File: src/rtl/or1k_pic_tt_pkg.sv
// or1k_pic_tt_pkg: SPR decode constants, TTMR field positions and tick timer modes
package or1k_pic_tt_pkg;
  localparam logic [4:0]  SPR_GRP_PIC = 5'd9;
  localparam logic [4:0]  SPR_GRP_TT  = 5'd10;
  localparam logic [10:0] PIC_IDX_MR  = 11'd0;
  localparam logic [10:0] PIC_IDX_SR  = 11'd2;
  localparam logic [10:0] TT_IDX_MR   = 11'd0;
  localparam logic [10:0] TT_IDX_CR   = 11'd1;
  localparam int TTMR_TP_W  = 28;
  localparam int TTMR_IE    = 28;
  localparam int TTMR_IP    = 29;
  localparam int TTMR_M_LSB = 30;
  typedef enum logic [1:0] {
    TT_OFF     = 2'b00,
    TT_RESTART = 2'b01,
    TT_SINGLE  = 2'b10,
    TT_CONT    = 2'b11
  } tt_mode_e;
endpackage

File: src/rtl/or1k_pic_tt_irq_edge.sv
// or1k_pic_tt_irq_edge: one-cycle event pulse on each rising edge of a level request
// Ports: clk, rstn (sync, active-low), irq (level in), evt (pulse out)
module or1k_pic_tt_irq_edge (
  input  logic clk,
  input  logic rstn,
  input  logic irq,
  output logic evt
);
  logic irq_q;
  always_ff @(posedge clk) irq_q <= rstn ? irq : 1'b0;
  assign evt = irq & ~irq_q;
endmodule

File: src/rtl/or1k_pic_tt.sv
// or1k_pic_tt: OR1K PIC (SPR group 9) and tick timer (SPR group 10) behind one SPR port
// Ports: clk, rstn (sync, active-low); SPR port spr_cs/spr_write/spr_addr/spr_dat_i/spr_dat_o;
//        du_stall freezes the tick counter; pic_int level inputs; pic_intr/pic_wakeup/tt_intr
//        level requests and pic_intr_evt/tt_intr_evt rising-edge pulses.
module or1k_pic_tt
  import or1k_pic_tt_pkg::*;
#(
  parameter int PIC_INTS = 20
) (
  input  logic                clk,
  input  logic                rstn,
  input  logic                spr_cs,
  input  logic                spr_write,
  input  logic [31:0]         spr_addr,
  input  logic [31:0]         spr_dat_i,
  output logic [31:0]         spr_dat_o,
  input  logic                du_stall,
  input  logic [PIC_INTS-1:0] pic_int,
  output logic                pic_intr,
  output logic                pic_wakeup,
  output logic                tt_intr,
  output logic                pic_intr_evt,
  output logic                tt_intr_evt
);
  logic [4:0]          grp;
  logic [10:0]         idx;
  logic                wr, sel_picmr, sel_picsr, sel_ttmr, sel_ttcr;
  logic [PIC_INTS-1:2] picmr_hi;
  logic [PIC_INTS-1:0] picmr, picsr, um;
  logic [31:0]         ttmr, ttcr, ttcr_hw;
  tt_mode_e            mode;
  logic                match;
  logic                unused_addr;
  assign grp         = spr_addr[15:11];
  assign idx         = spr_addr[10:0];
  assign unused_addr = ^spr_addr[31:16];
  assign wr          = spr_cs & spr_write;
  assign sel_picmr   = (grp == SPR_GRP_PIC) && (idx == PIC_IDX_MR);
  assign sel_picsr   = (grp == SPR_GRP_PIC) && (idx == PIC_IDX_SR);
  assign sel_ttmr    = (grp == SPR_GRP_TT) && (idx == TT_IDX_MR);
  assign sel_ttcr    = (grp == SPR_GRP_TT) && (idx == TT_IDX_CR);
  // Lines 0 and 1 are non-maskable, so their mask bits are constant ones.
  assign picmr = {picmr_hi, 2'b11};
  assign um    = pic_int & picmr;
  always_ff @(posedge clk) begin
    if (!rstn) begin
      picmr_hi <= '0;
      picsr    <= '0;
    end else begin
      if (wr && sel_picmr) picmr_hi <= spr_dat_i[PIC_INTS-1:2];
      picsr <= ((wr && sel_picsr) ? spr_dat_i[PIC_INTS-1:0] : picsr) | um;
    end
  end
  assign pic_intr   = |(picsr & picmr);
  assign pic_wakeup = pic_intr;
  assign mode  = tt_mode_e'(ttmr[TTMR_M_LSB +: 2]);
  assign match = (ttcr[TTMR_TP_W-1:0] == ttmr[TTMR_TP_W-1:0]) && (mode != TT_OFF);
  // Single-run parks on the match value; restart folds back to zero after the match cycle.
  always_comb
    ttcr_hw = (mode == TT_OFF || du_stall || (match && mode == TT_SINGLE)) ? ttcr :
              (match && mode == TT_RESTART) ? 32'd0 : ttcr + 32'd1;
  // Any software write to the timer suppresses every hardware update that cycle.
  always_ff @(posedge clk) begin
    if (!rstn) begin
      ttmr <= '0;
      ttcr <= '0;
    end else if (wr && sel_ttmr) begin
      ttmr <= spr_dat_i;
    end else if (wr && sel_ttcr) begin
      ttcr <= spr_dat_i;
    end else begin
      ttcr <= ttcr_hw;
      if (match && ttmr[TTMR_IE]) ttmr[TTMR_IP] <= 1'b1;
    end
  end
  assign tt_intr = ttmr[TTMR_IP] & ttmr[TTMR_IE];
  always_comb
    spr_dat_o = !spr_cs   ? 32'd0 :
                sel_picmr ? 32'(picmr) :
                sel_picsr ? 32'(picsr) :
                sel_ttmr  ? ttmr :
                sel_ttcr  ? ttcr : 32'd0;
  or1k_pic_tt_irq_edge u_pic_edge (.clk(clk), .rstn(rstn), .irq(pic_intr), .evt(pic_intr_evt));
  or1k_pic_tt_irq_edge u_tt_edge  (.clk(clk), .rstn(rstn), .irq(tt_intr),  .evt(tt_intr_evt));
endmodule

File: config.mk
export PLATFORM = sky130hd
export DESIGN_NAME = or1k_pic_tt
export DESIGN_NICKNAME = d
export VERILOG_FILES = /design/src/rtl/or1k_pic_tt_pkg.sv /design/src/rtl/or1k_pic_tt_irq_edge.sv /design/src/rtl/or1k_pic_tt.sv
export SDC_FILE = /design/constraint.sdc
export NUM_CORES = 1
export LEC_CHECK = 0
export BUFFER_PORTS_ARGS = -buffer_cell sky130_fd_sc_hd__buf_4
export CORE_MARGIN = 2
export CORE_UTILIZATION = 56
export CTS_CLUSTER_DIAMETER = 60
export DETAILED_ROUTE_END_ITERATION = 16
export GPL_ROUTABILITY_DRIVEN = 1
export PLACE_DENSITY = 0.86
export SLEW_MARGIN = 20
export SYNTH_ARGS = -nofsm -noshare
export SYNTH_HDL_FRONTEND = slang
export SYNTH_SLANG_ARGS = --single-unit
File: constraint.sdc
create_clock -name clk -period 3.3 [get_ports clk]
set_clock_uncertainty 0.2 [all_clocks]
set_input_delay 0 -clock clk [delete_from_list [all_inputs] [get_ports clk]]
set_output_delay 0 -clock clk [all_outputs]
set_load 0.01 [all_outputs]
### Word level (Yosys, flattened, before mapping)

Cells that the tools add are included.

* bits in registers: 104
* input bits: 89
* logic and storage cells: 60

* $add $sub $neg: 1
* eq/ne operators: 9
* muxes and demuxes: 12
* bitwise gates (word level): 10
* reductions and logical operators: 21

Operator list (number)
* 32-bit 2-to-1 mux: 8
* 20-bit bitwise AND: 2
* 32-bit by 1-bit adder with 32-bit output (second input constant): 1
* 28-bit equality test: 1
* 20-bit 2-to-1 mux: 1
* 20-bit OR: 1
* 20-bit OR reduction: 1
* 1-bit logical AND: 12
* 11-bit by 1-bit equality test with 1-bit output (second input constant): 1
* 11-bit by 2-bit equality test with 1-bit output (second input constant): 1
* 11-bit logical NOT: 1
* 5-bit by 4-bit equality test with 1-bit output (second input constant): 2
* 1-bit bitwise AND: 4
* 2-bit AND reduction: 2
* 2-bit nonzero test: 2
* 1-bit 2-to-1 mux: 3
* 1-bit inverter: 3
* 2-bit by 1-bit equality test with 1-bit output (second input constant): 1
* 2-bit equality test (second input constant): 1
* 2-bit logical NOT: 1
* 1-bit logical OR: 2
* 2-bit by 1-bit != test with 1-bit output (second input constant): 1
* 2-bit != test (second input constant): 1

### Depth between registers and ports, before layout

* depth after elaboration: 7
* depth in mapped cells: 11

### By module

Synthesis repeated with hierarchy kept, for this count alone.

* cell total of the unflattened synthesis: 816
* area, all modules: 6212.2 um^2

Modules (own cells, without submodules)
* or1k_pic_tt: instances 1, cells an instance 810, area an instance 6132.1 um^2, sequential area each 2042.0 um^2
* or1k_pic_tt_irq_edge: instances 2, cells an instance 3, area an instance 40.0 um^2, sequential area each 20.0 um^2

### Least setup slack after synthesis

OpenSTA, ideal clock, no wires.

* path type: flip-flop to flip-flop
* start: register ttcr[6]
* end: register ttcr[10]
* arrival: 1.979 ns
* path slack: 1.003 ns
* stages on the path, launching flop included: 11
* period minus slack after synthesis: 2.297 ns
* cell sequence: dfxtp_1 > buf_4 > xor2_1 > nor4_1 > nand4_1 > o2111a_1 > or2_1 > buf_6 > buf_4 > o21ai_1 > a21oi_1

* longest elaborated chain between the ends: 6
* elaborated cells on any way between the ends: 11
* those cells by class: add/sub (1); eq/ne (2); mux (3); reduce/logical (5)

Ends and longest elaborated chain
* start: declaration: line or1k_pic_tt.sv:30 `logic [31:0] ttmr, ttcr, ttcr_hw;`
* start signal: assignment: line or1k_pic_tt.sv:70 `ttcr <= spr_dat_i;`
* start signal: assignment: line or1k_pic_tt.sv:72 `ttcr <= ttcr_hw;`
* branches (longest 6 deep; another with 32-bit by 1-bit adder with 32-bit output)

Several ways; the timed one is not identified. The select of a mux whose other input is x is not followed.
A chain may end at the register's enable or synchronous reset.

### Final worst setup path

* start: register ttcr[5]
* end: register ttcr[6]

Same word-level chain as after synthesis.

==> results_dict.tcl <==
set metrics [dict create \
    cp-end-kind "flip-flop" \
    drive_gt1_share_pct 17.3 \
    cts_tree "built" \
    grt-ovfl-total 0 \
    coreArea_mm2 0.0109 \
    avgSynthCellArea_um2 8.03 \
    final_antenna_net_count 0 \
    synth.area.top_cells "dfxtp_1, nand2_1, a21boi_0" \
    status "complete, no violations" \
    nets 1018 \
    hold_viol 0 \
    finalCritPeriodShare_pct 89.6 \
    setup.worst_path.start "ttcr[5]$_SDFFE_PN0P_" \
    cts-resized-gates 0 \
    synth_edf_count 0 \
    routabilityCongestion 0.916 \
    htreeDepth 3 \
    drt_iter0_drc 881 \
    start_util_pct 57.8 \
    synth.net_count 877 \
    synthCells 787 \
    rr_endpoint "ttcr[6]$_SDFFE_PN0P_" \
    crit_slowest_cell "dfxtp_1" \
    yosysMostFrequentCell "nand2_1" \
    yosys.area.top_type_share_pct 32.9 \
    ys_ff_latch 104 \
    clk_root_buffer_cell "clkbuf_16" \
    drv_slew 0 \
    clk_latency_ns 0.35 \
    ys_async_sr_fraction_pct 0 \
    grt_pass1_vias 6353 \
    portBuffers 109 \
    via_per_inst 6.26 \
    syn_area_mm2 0.00632 \
    vias 6717 \
    clock_sinks 104 \
    synthToLayoutAreaGrowth_pct 27.9 \
    cts.clk_slew.worst_paths_ns 0.08 \
    cts_buffers 9 \
    cp.arrival_ns 2.99 \
    critPathKind "reg2reg" \
    r2r_cells 8 \
    synthFlopType "dfxtp_1" \
    die_h_um 110 \
    crit_end "ttcr[6]$_SDFFE_PN0P_" \
    wl_um 20700 \
    grt_pass1_wl_um 32300 \
    max_freq_mhz 338 \
    cts_buffer_depth 2 \
    setup_viol 0 \
    crit_chain "xor2_1 -> nor4_1 -> nand3_1 -> o2111a_1 -> or2_1 -> buf_12 -> o21ai_1 -> a21oi_1" \
    netlist_top_cells_count "nand2_1, dfxtp_1, nor2_1" \
    fin_util_pct 73.9 \
    max_cap_viol_count 0 \
    hold_path_class "in2reg" \
    rows 38 \
    chipWidth_um 110 \
    die-area_mm2 0.0122 \
    leakage_uw 0.00327 \
    max-vdd-ir-drop_mv 0.385 \
    rr_startpoint "ttcr[5]$_SDFFE_PN0P_" \
    antenna_found_initial 0 \
    worstMarginPinSlew_ns 0.891 \
    first_pass_iters 6 \
    synthDistinctLibCells 60 \
    slew_headroom_pct 40.6 \
    synth_top_area_cell "dfxtp_1" \
    dp_hpwl_um 12600 \
    p_per_area_mw_per_mm2 314 \
    regToRegSetupSlack_ns 0.34 \
    post_drt_wl_per_cell_um 19.3 \
    ys_seq_area_share_pct 32.9 \
    fin_crit_ns 2.96 \
    ys_warn_count 0 \
    rsz0062_at_grt "no" \
    crit_required_ns 3.34 \
    ios 126 \
    antenna_cells 0 \
    start_kind "flip-flop" \
    slowest_delay_ns 0.57 \
    path_max_fanout 32 \
    final.setup.tns_ns 0 \
    track_usage_pct 34.6 \
    whs_ns 0.115 \
    route.detailed.drc 0 \
    grt_max_degree 105 \
]
## worst min-delay path by stage
stage                                 end  depth (start not counted)       start
detailed placement    picsr[1]$_SDFF_PN0_                          2  pic_int[1]
finish              ttcr[10]$_SDFFE_PN0P_                          3        rstn
global route         ttmr[8]$_SDFFE_PN0P_                          2        rstn
floorplan             picsr[0]$_SDFF_PN0_                          1  pic_int[0]
global placement      picsr[1]$_SDFF_PN0_                          2  pic_int[1]
CTS                  ttcr[3]$_SDFFE_PN0P_                          3        rstn
## final cells by class
class,count,area (µm²)
clock buffer,10,239
clock inverter,6,51.3
fill,778,2860
inverter,3,11.3
multi-input combinational,609,3810
sequential,104,2080
tap,140,175
timing repair buffer,201,1710
## report_power, final
| group | internal (µW) | switching (µW) |
|---|---|---|
| Clock | 543 | 513 |
| Combinational | 130 | 90.3 |
| Sequential | 1260 | 2.76 |
| Total | 1930 | 606 |
## cells by family after synthesis
logic type | after synthesis | share of synthesized area (%)
buffers and inverters | 74 | 6.73
xor gates and xnor gates | 36 | 4.99
adders and majority gates | 1 | 0.198
and+or+nand+nor | 317 | 25.1
AOI/OAI and AO/OA | 216 | 23.8
DFF | 104 | 32.9
muxes | 39 | 6.24
## flip-flops by register name, summed over array words and instances (netlist names)
name,cells
picsr,20
ttmr,32
picmr_hi,18
u_pic_edge.irq_q,1
u_tt_edge.irq_q,1
ttcr,32
## metal layers
layer | part of all wire, % | track usage, %
met1 | 37 | 43.1
met2 | 47 | 57.2
met3 | 11 | 7.41
met4 | 4.7 | 16.3
met5 | 0 | 0
## worst max-delay path, delay by kind of cell, from the launching register on
family / cells / cell delay [ns]
buffers and inverters: 1 / 0.26
AOI/OAI and AO/OA: 3 / 0.60
xor gates and xnor gates: 1 / 0.15
and+or+nand+nor: 3 / 1.06
DFF: 1 / 0.57
## cell usage in the layout (no fill, tap or decap), types with 2 or more instances in the layout
cell           instances
o41ai_1                3
dlygate4sd3_1         70
and2_1                 6
o21ai_0               40
nand4_1                7
dfxtp_1              104
nor3b_1                6
and3_1                 8
inv_6                  2
a21boi_1              19
nand4b_1               2
xor2_1                32
buf_4                129
o31ai_1               15
mux2_1                 2
buf_12                 2
mux2i_1               36
nor4_1                 9
a222oi_1              21
nor2b_1               28
nand3_1               15
a22oi_1               17
o21ai_1               10
nand2b_1              24
a21oi_1               27
a21boi_0              52
clkbuf_16              9
inv_1                  3
a31oi_1                4
and4_1                 4
xnor2_1                4
nand2_1              132
nand3_2                2
clkinv_4               3
o21a_1                 2
nor2_1                57
nor3_1                 3
## through the flow
| stage | setup slack, ns | instance area [µm²] | total power, µW | std cells |
|---|---|---|---|---|
| floorplan | 1.00 | 6320 | 1350 | 787 |
| global placement | 0.616 | 7090 | 1450 | 987 |
| detailed placement | 0.537 | 7090 | 1450 | 987 |
| CTS | 0.512 | 8080 | 2530 | 1073 |
| global route | 0.302 | 8080 | 2600 | 1073 |
| finish | 0.343 | 8080 | 2540 | 1073 |
## repair_timing
item | 4_1_cts | 5_1_grt
endpoints found under the hold margin | 102 | 0
buffers inserted | 0 | 0
hold buffers | 70 | 0
Note: power is estimated with default switching activity, not from simulation.
